$ cat config.mk
export PLATFORM = sky130hd
export DESIGN_NAME = context_sign_merge_pipe
export DESIGN_NICKNAME = d
export VERILOG_FILES = /design/src/rtl/context_sign_merge_pipe_pkg.sv /design/src/rtl/context_sign_norm.sv /design/src/rtl/context_sign_merge_pipe.sv
export SDC_FILE = /design/constraint.sdc
export NUM_CORES = 1
export LEC_CHECK = 0
export ABC_CLOCK_PERIOD_IN_PS = 9300
export CAP_MARGIN = 10
export CORE_ASPECT_RATIO = 0.7
export CORE_MARGIN = 2
export CORE_UTILIZATION = 57
export CTS_CLUSTER_DIAMETER = 40
export DETAILED_ROUTE_END_ITERATION = 12
export MAX_ROUTING_LAYER = met4
export PLACE_DENSITY = 0.85
export REMOVE_ABC_BUFFERS = 1
export SYNTH_ARGS = -nofsm -noshare
export SYNTH_HDL_FRONTEND = slang
export SYNTH_SLANG_ARGS = --single-unit
$ cat constraint.sdc
create_clock -name clk -period 9.3 [get_ports clk]
set_input_delay 1.86 -clock clk [delete_from_list [all_inputs] [get_ports clk]]
set_output_delay 1.86 -clock clk [all_outputs]
set_load 0.05 [all_outputs]
$ cat src/rtl/context_sign_merge_pipe_pkg.sv
// Shared defaults and helpers for the JPEG-LS context sign/merge pipeline.
// Also provides a constant multiply that builds to shift-add, so the index needs no DSP.
package context_sign_merge_pipe_pkg;

    localparam int Q_LENGTH_DEF  = 4;
    localparam int Q_RANGE_DEF   = 4;
    localparam int CTX_IDX_W_DEF = 9;
    localparam int CH_W_DEF      = 2;

    // Index arithmetic width. It is far wider than IDX_W+2, so signed partial sums cannot wrap.
    localparam int ACC_W = 32;

    // k is an elaboration-time constant, so this folds to a fixed set of shifted adds.
    function automatic logic signed [ACC_W-1:0] const_mul(input logic signed [ACC_W-1:0] x,
                                                          input int k);
        logic signed [ACC_W-1:0] acc;
        acc = '0;
        for (int b = 0; b < ACC_W; b++) begin
            if (k[b]) acc = acc + (x <<< b);
        end
        return acc;
    endfunction

endpackage

$ cat src/rtl/context_sign_norm.sv
// Sign normalisation of a gradient triplet. The sign comes from the first non-zero Qi.
// Purely combinational, with no handshake. Run-mode and range flags are taken from the raw input.
module context_sign_norm
    import context_sign_merge_pipe_pkg::*;
#(
    parameter int Q_length = Q_LENGTH_DEF,
    parameter int Q_RANGE  = Q_RANGE_DEF
) (
    input  logic signed [Q_length-1:0] q_1,
    input  logic signed [Q_length-1:0] q_2,
    input  logic signed [Q_length-1:0] q_3,
    output logic                       sign,
    output logic signed [Q_length-1:0] qn_1,
    output logic signed [Q_length-1:0] qn_2,
    output logic signed [Q_length-1:0] qn_3,
    output logic                       run_mode,
    output logic                       range_err
);

    function automatic logic out_of_range(input logic signed [Q_length-1:0] q);
        return (int'(q) > Q_RANGE) || (int'(q) < -Q_RANGE);
    endfunction

    logic neg;

    always_comb begin
        neg       = 1'b0;
        run_mode  = (q_1 == '0) && (q_2 == '0) && (q_3 == '0);
        range_err = out_of_range(q_1) | out_of_range(q_2) | out_of_range(q_3);
        if (q_1 != '0)      neg = q_1[Q_length-1];
        else if (q_2 != '0) neg = q_2[Q_length-1];
        else                neg = q_3[Q_length-1];
        // An illegal vector passes through raw, so its sign is forced to 0.
        sign = neg & ~range_err;
        qn_1 = sign ? -q_1 : q_1;
        qn_2 = sign ? -q_2 : q_2;
        qn_3 = sign ? -q_3 : q_3;
    end

endmodule

$ cat src/rtl/context_sign_merge_pipe.sv
// JPEG-LS context sign/merge unit: sign-normalise (S1), then the merged context index (S2).
// Latency is 2 cycles with a throughput of 1/cycle. Full-rate streaming with a combinational in_ready.
// Backpressure: a stage advances when it is empty or the next stage can take its data. flush drops all valids.
module context_sign_merge_pipe
    import context_sign_merge_pipe_pkg::*;
#(
    parameter int Q_length = Q_LENGTH_DEF,
    parameter int Q_RANGE  = Q_RANGE_DEF,
    parameter int IDX_W    = CTX_IDX_W_DEF,
    parameter int CH_W     = CH_W_DEF
) (
    input  logic                       clk,
    input  logic                       rst_n,
    input  logic                       flush,
    input  logic                       in_valid,
    output logic                       in_ready,
    input  logic [CH_W-1:0]            in_ch,
    input  logic signed [Q_length-1:0] Q_1,
    input  logic signed [Q_length-1:0] Q_2,
    input  logic signed [Q_length-1:0] Q_3,
    output logic                       out_valid,
    input  logic                       out_ready,
    output logic [CH_W-1:0]            out_ch,
    output logic                       sign,
    output logic signed [Q_length-1:0] Qn_1,
    output logic signed [Q_length-1:0] Qn_2,
    output logic signed [Q_length-1:0] Qn_3,
    output logic [IDX_W-1:0]           ctx_idx,
    output logic                       run_mode,
    output logic                       range_err
);

    localparam int R = 2 * Q_RANGE + 1;

    typedef struct packed {
        logic [CH_W-1:0]            ch;
        logic                       sign;
        logic signed [Q_length-1:0] qn_1;
        logic signed [Q_length-1:0] qn_2;
        logic signed [Q_length-1:0] qn_3;
        logic                       run_mode;
        logic                       range_err;
    } s1_t;

    typedef struct packed {
        s1_t              base;
        logic [IDX_W-1:0] ctx;
    } s2_t;

    s1_t  s1_d, s1_q;
    s2_t  s2_q;
    logic v1, v2;
    logic rdy2;

    logic                       n_sign, n_run, n_err;
    logic signed [Q_length-1:0] n_q1, n_q2, n_q3;

    context_sign_norm #(
        .Q_length (Q_length),
        .Q_RANGE  (Q_RANGE)
    ) u_norm (
        .q_1       (Q_1),
        .q_2       (Q_2),
        .q_3       (Q_3),
        .sign      (n_sign),
        .qn_1      (n_q1),
        .qn_2      (n_q2),
        .qn_3      (n_q3),
        .run_mode  (n_run),
        .range_err (n_err)
    );

    always_comb begin
        s1_d           = '0;
        s1_d.ch        = in_ch;
        s1_d.sign      = n_sign;
        s1_d.qn_1      = n_q1;
        s1_d.qn_2      = n_q2;
        s1_d.qn_3      = n_q3;
        s1_d.run_mode  = n_run;
        s1_d.range_err = n_err;
    end

    // Index: Qn_1*R*R + Qn_2*R + Qn_3, evaluated signed and then truncated.
    logic signed [ACC_W-1:0] acc;
    logic [IDX_W-1:0]        ctx_d;
    logic                    unused_acc_hi;

    always_comb begin
        acc = const_mul(ACC_W'($signed(s1_q.qn_1)), R * R)
            + const_mul(ACC_W'($signed(s1_q.qn_2)), R)
            + ACC_W'($signed(s1_q.qn_3));
        ctx_d = s1_q.range_err ? '0 : acc[IDX_W-1:0];
    end

    assign unused_acc_hi = ^acc[ACC_W-1:IDX_W];

    assign rdy2      = !v2 || out_ready;
    assign in_ready  = !v1 || rdy2;
    assign out_valid = v2;

    always_ff @(posedge clk or negedge rst_n) begin
        if (!rst_n) begin
            v1   <= 1'b0;
            v2   <= 1'b0;
            s1_q <= '0;
            s2_q <= '0;
        end else if (flush) begin
            // flush beats a same-cycle input transfer. Data registers keep their contents.
            v1 <= 1'b0;
            v2 <= 1'b0;
        end else begin
            if (rdy2) begin
                v2 <= v1;
                if (v1) begin
                    s2_q.base <= s1_q;
                    s2_q.ctx  <= ctx_d;
                end
            end
            if (in_ready) begin
                v1 <= in_valid;
                if (in_valid) s1_q <= s1_d;
            end
        end
    end

    assign out_ch    = s2_q.base.ch;
    assign sign      = s2_q.base.sign;
    assign Qn_1      = s2_q.base.qn_1;
    assign Qn_2      = s2_q.base.qn_2;
    assign Qn_3      = s2_q.base.qn_3;
    assign ctx_idx   = s2_q.ctx;
    assign run_mode  = s2_q.base.run_mode;
    assign range_err = s2_q.base.range_err;

endmodule

After elaboration in Yosys (flattened, before gate mapping) --
Cells that the tools add are included.
Cells by class: add/sub/neg operators 8, magnitude comparators 6, muxes and demuxes 10, bitwise logic cells 5, reduce and logical (&&, ||, !) cells 18
Operator list (number):
- greater-than comparator 4 bit, second input constant | 3
- logical NOT 4 bit | 3
- less-than comparator 4 x 3 -> 1 bit, second input constant | 3
- two-way mux 4 bit | 3
- negation 4 bit | 3
- adder 4 x 8 -> 9 bit | 1
- adder 9 x 4 -> 9 bit | 1
- adder 9 x 8 -> 9 bit | 1
- adder 9 bit | 1
- two-way mux 9 bit | 1
- adder 4 x 7 -> 8 bit | 1
- nonzero test 4 bit | 2
- two-way mux 1 bit | 6
- AND reduction 3 bit | 2
- logical OR 1 bit | 5
- nonzero test 2 bit | 2
- logical AND 1 bit | 2
- logical NOT 1 bit | 2
- NOT 1 bit | 2
- OR 1 bit | 2
- bitwise AND 1 bit | 1
Word-level totals: register bits 45, input bits 19, output and inout port bits 28, logic and storage cells 64

Longest topological paths before layout --
depth in word-level cells 7, gate-level depth with buffers 13, mapped depth without buffers 13

By module --
From an unflattened synthesis, not the netlist that was laid out.
Unflattened totals: cell total of the unflattened synthesis 238, area total of the unflattened synthesis 2812.7 µm²
By module, submodules not included:
- context_sign_merge_pipe | instances 1, cells an instance 190, area an instance 2412.3 µm², sequential area each 1126.1 µm²
- context_sign_norm | instances 1, cells an instance 48, area an instance 400.4 µm², sequential area each 0.0 µm²

Worst setup path after synthesis --
OpenSTA, ideal clock, no wires.
path kind in2out, start point input port out_ready, end point output port in_ready, arrival time 2.450 ns, data required time 7.440 ns, path slack 4.990 ns, stages 3, path buffers 0, cell sequence nand2b_1 nor2_1 inv_1
Between the ends: word-level cells in the longest chain between the ends 2
RTL lines:
- start: declaration | line context_sign_merge_pipe.sv:22 | input logic out_ready,
- logical OR 1 bit | line context_sign_merge_pipe.sv:98 | assign rdy2 = !v2 || out_ready;
- logical OR 1 bit | line context_sign_merge_pipe.sv:99 | assign in_ready = !v1 || rdy2;
- end: declaration | line context_sign_merge_pipe.sv:16 | output logic in_ready,
No other way between the ends.

Worst setup path in the final report --
Ends and elaborated chain as after synthesis.

==> results.ini <==
[status]
status = completed

[sta]
worst_pin_slew_ns = 1.041
fmax_mhz = 189.0
holdWs_ns = 0.4858
rsz0062_at_grt = false
drv_slew = 0
setup_viol = 0
period_needed_ns = 5.291
finalHoldViolCount = 0
clock_skew_ns = 0.007746
post-route-period-util = 0.5689
fin_tns_setup_ns = 0
slew_headroom = 0.3030

[power_and_ir_drop]
combPwrFrac = 0.575
clock_power_share = 0.137
swShare = 0.4508
power_density_nw_per_um2 = 287.6
p_switching_uw = 422.7
power_frac_seq = 0.289
leakagePower_uw = 0.001518
p_int_uw = 514.9
ir_worst_vdd_v = 0.0001786

[setup_path]
critical_path_class = in -> out
crit_path_frequent_cell = clkdlybuf4s50_1
cp.required_ns = 7.44
worstPathCellList = clkdlybuf4s50_1 -> nand2b_1 -> nor2_1 -> inv_1 -> clkdlybuf4s50_1
cp-end-kind = output port
crit_arrival_ns = 3.43
crit_fanout = 3
start_kind = primary input
cp_slowest_stage_delay_ns = 0.70
slowest_stage = clkdlybuf4s50_1

[floorplanning]
ios = 47
core_area_um2 = 4429
die_x_um = 85.94
rows = 20
initial_core_util = 0.6048
die_y_um = 61.36
dieArea_um2 = 5273

[synthesis]
yosysTopAreaCell = dfrtp_1
synthTopCellsByArea = dfrtp_1, fa_1, ha_1, inv_1, o21ai_0
synth_area_um2 = 2679
synthCells = 258
synth_cell_type_count = 40
avgSynthCellArea_um2 = 10.38
synth-main-ff-cell = dfrtp_1
async_flop_share = 1.000
synth_top_area_frac = 0.4204
yosys_warnings = 0
ys_ff_latch = 45
seq_area_frac_synth = 0.4204
synth_edf_count = 0

[finish]
area_growth_pct = 21.67
fin_nets = 354
instances_no_fill = 360
post-route-cell-area_um2 = 3259
n_antenna_cell = 0
drive_above_1_share = 0.07869

[global_route]
first_global_vias = 2009
grt_pass1_wl_um = 9135
antenna_found_initial = 0
overflow = 0
track_usage = 0.2393
grt_max_degree = 46

[detailed_routing]
vias_per_cell = 5.508
wl_per_cell_um = 14.55
drtPass1Iterations = 4
first_iter_violations = 123
vias = 1983
drcViolationCount = 0
postRouteAntennaNets = 0
wl_um = 5239

[clock_tree]
cts_root_buffer = clkbuf_8
path_clk_slew_ns = 0.09
clock-sinks = 45
insertion_delay_ns = 0.31
cts-htree-levels = 2
cts_resized = 0
postCtsSetupBuffers = 0
cts_tree = yes
clock_path_buffers = 2
cts_buffers = 5
hold_buffers = 0

[placed_design]
port_buffers = 46
dp_hpwl_um = 3994
placed_cells = 352
place.gp.congestion = 0.8862
placed_area_um2 = 3166

[hold_path]
hold_class = reg -> reg

[job]
max_cap_violations = 0

[placed cells by master (no fill, tap or decap), drive strengths merged, types with 3 or more instances in the layout]
master	count
mux2	9
xnor2	7
clkdlybuf4s50	45
ha	16
o211ai	3
inv	35
or3	3
clkbuf	5
nand2b	6
fa	15
mux2i	3
nor2	12
o21ai	23
a21oi	8
nand2	28
nor3	4
dfrtp	45
nand3b	3
[final cells by class]
class / instances / area, um2
Clock buffer: 5 / 68.82
Sequential cell: 45 / 1126
Tap cell: 55 / 68.82
Multi-Input combinational cell: 171 / 1380
Fill cell: 336 / 1170
Timing Repair Buffer: 47 / 462.9
Inverter: 34 / 127.6
Clock inverter: 3 / 25.02
[Yosys cell counts (all sizes together) (2+ instances only)]
library cell and n:
or3 3, o31ai 2, nor2 12, a31oi 2, clkbuf 6, xor2 2
nor4b 2, buf 2, a211oi 2, nand2b 6, ha 16, inv 34
dfrtp 45, o21ai 23, o211ai 3, nand2 28, nor3 4, a21o 2
nand3b 3, mux2i 3, o41ai 2, mux2 9, xnor2 7, fa 15
a22o 2, nor4 2, a21oi 8, nor3b 2
[cell families (layout without fill, tap and decap cells)]
family	count (synthesis)	after routing	share of synthesized area
xor gates and xnor gates	9	9	0.02943
buffers and inverters	42	89	0.06445
adders and majority gates	31	31	0.1868
and+or+nand+nor	68	68	0.1294
DFF	45	45	0.4204
AOI/OAI and AO/OA	51	51	0.1205
muxes	12	12	0.04904
[critical path, delay by kind of cell]
family,cells,cell delay (ns)
simple gates,2,0.38
buf+inv,3,1.19
[layer usage]
layer / vias up / part of all wire / global-route usage
li1: 957 / - / -
met1: 968 / 0.48 / 0.3123
met2: 50 / 0.44 / 0.3677
met3: 8 / 0.061 / 0.06702
met4: 0 / 0.013 / 0.08163
met5: - / 0 / -
[worst paths after layout]
check                           start         end  slack (ns)  cells past startpoint
setup / recovery            out_ready    in_ready        4.01                      5
max in group asynchronous       rst_n    run_mode        7.00                      1
setup reg to reg              s1_q[5]  ctx_idx[8]        5.61                     13
hold reg to reg            ctx_idx[6]  ctx_idx[6]        0.49                      2
hold / removal             ctx_idx[6]  ctx_idx[6]        0.49                      2
min in group asynchronous       rst_n  ctx_idx[5]        1.70                      1
[state kept, by name, summed over array words and instances, names as in the netlist]
signal,count
s1_q,17
ctx_idx,9
Qn_1,4
Qn_2,4
Qn_3,4
out_ch,2
out_valid,1
range_err,1
run_mode,1
sign,1
v1,1
[power by group through the flow]
stage / Combinational [uW] / Sequential [uW] / Clock [uW]
after floorplan: 275 / 390 / 0
after global placement: 520 / 273 / 0
after detailed placement: 539 / 276 / 0
after CTS: 542 / 272 / 130
after global routing: 595 / 278 / 138
final: 539 / 271 / 128
[stage by stage]
stage | utilization | setup slack, ns | power, uW
after floorplan | - | 4.990 | 664.5
after global placement | 0.7147 | 4.044 | 793.3
after detailed placement | 0.7147 | 4.020 | 814.2
after CTS | 0.7359 | 4.019 | 944.1
after global routing | 0.7359 | 3.950 | 1011
final | 0.7359 | 4.010 | 937.5
No activity file was read; power rests on OpenSTA's default activity.
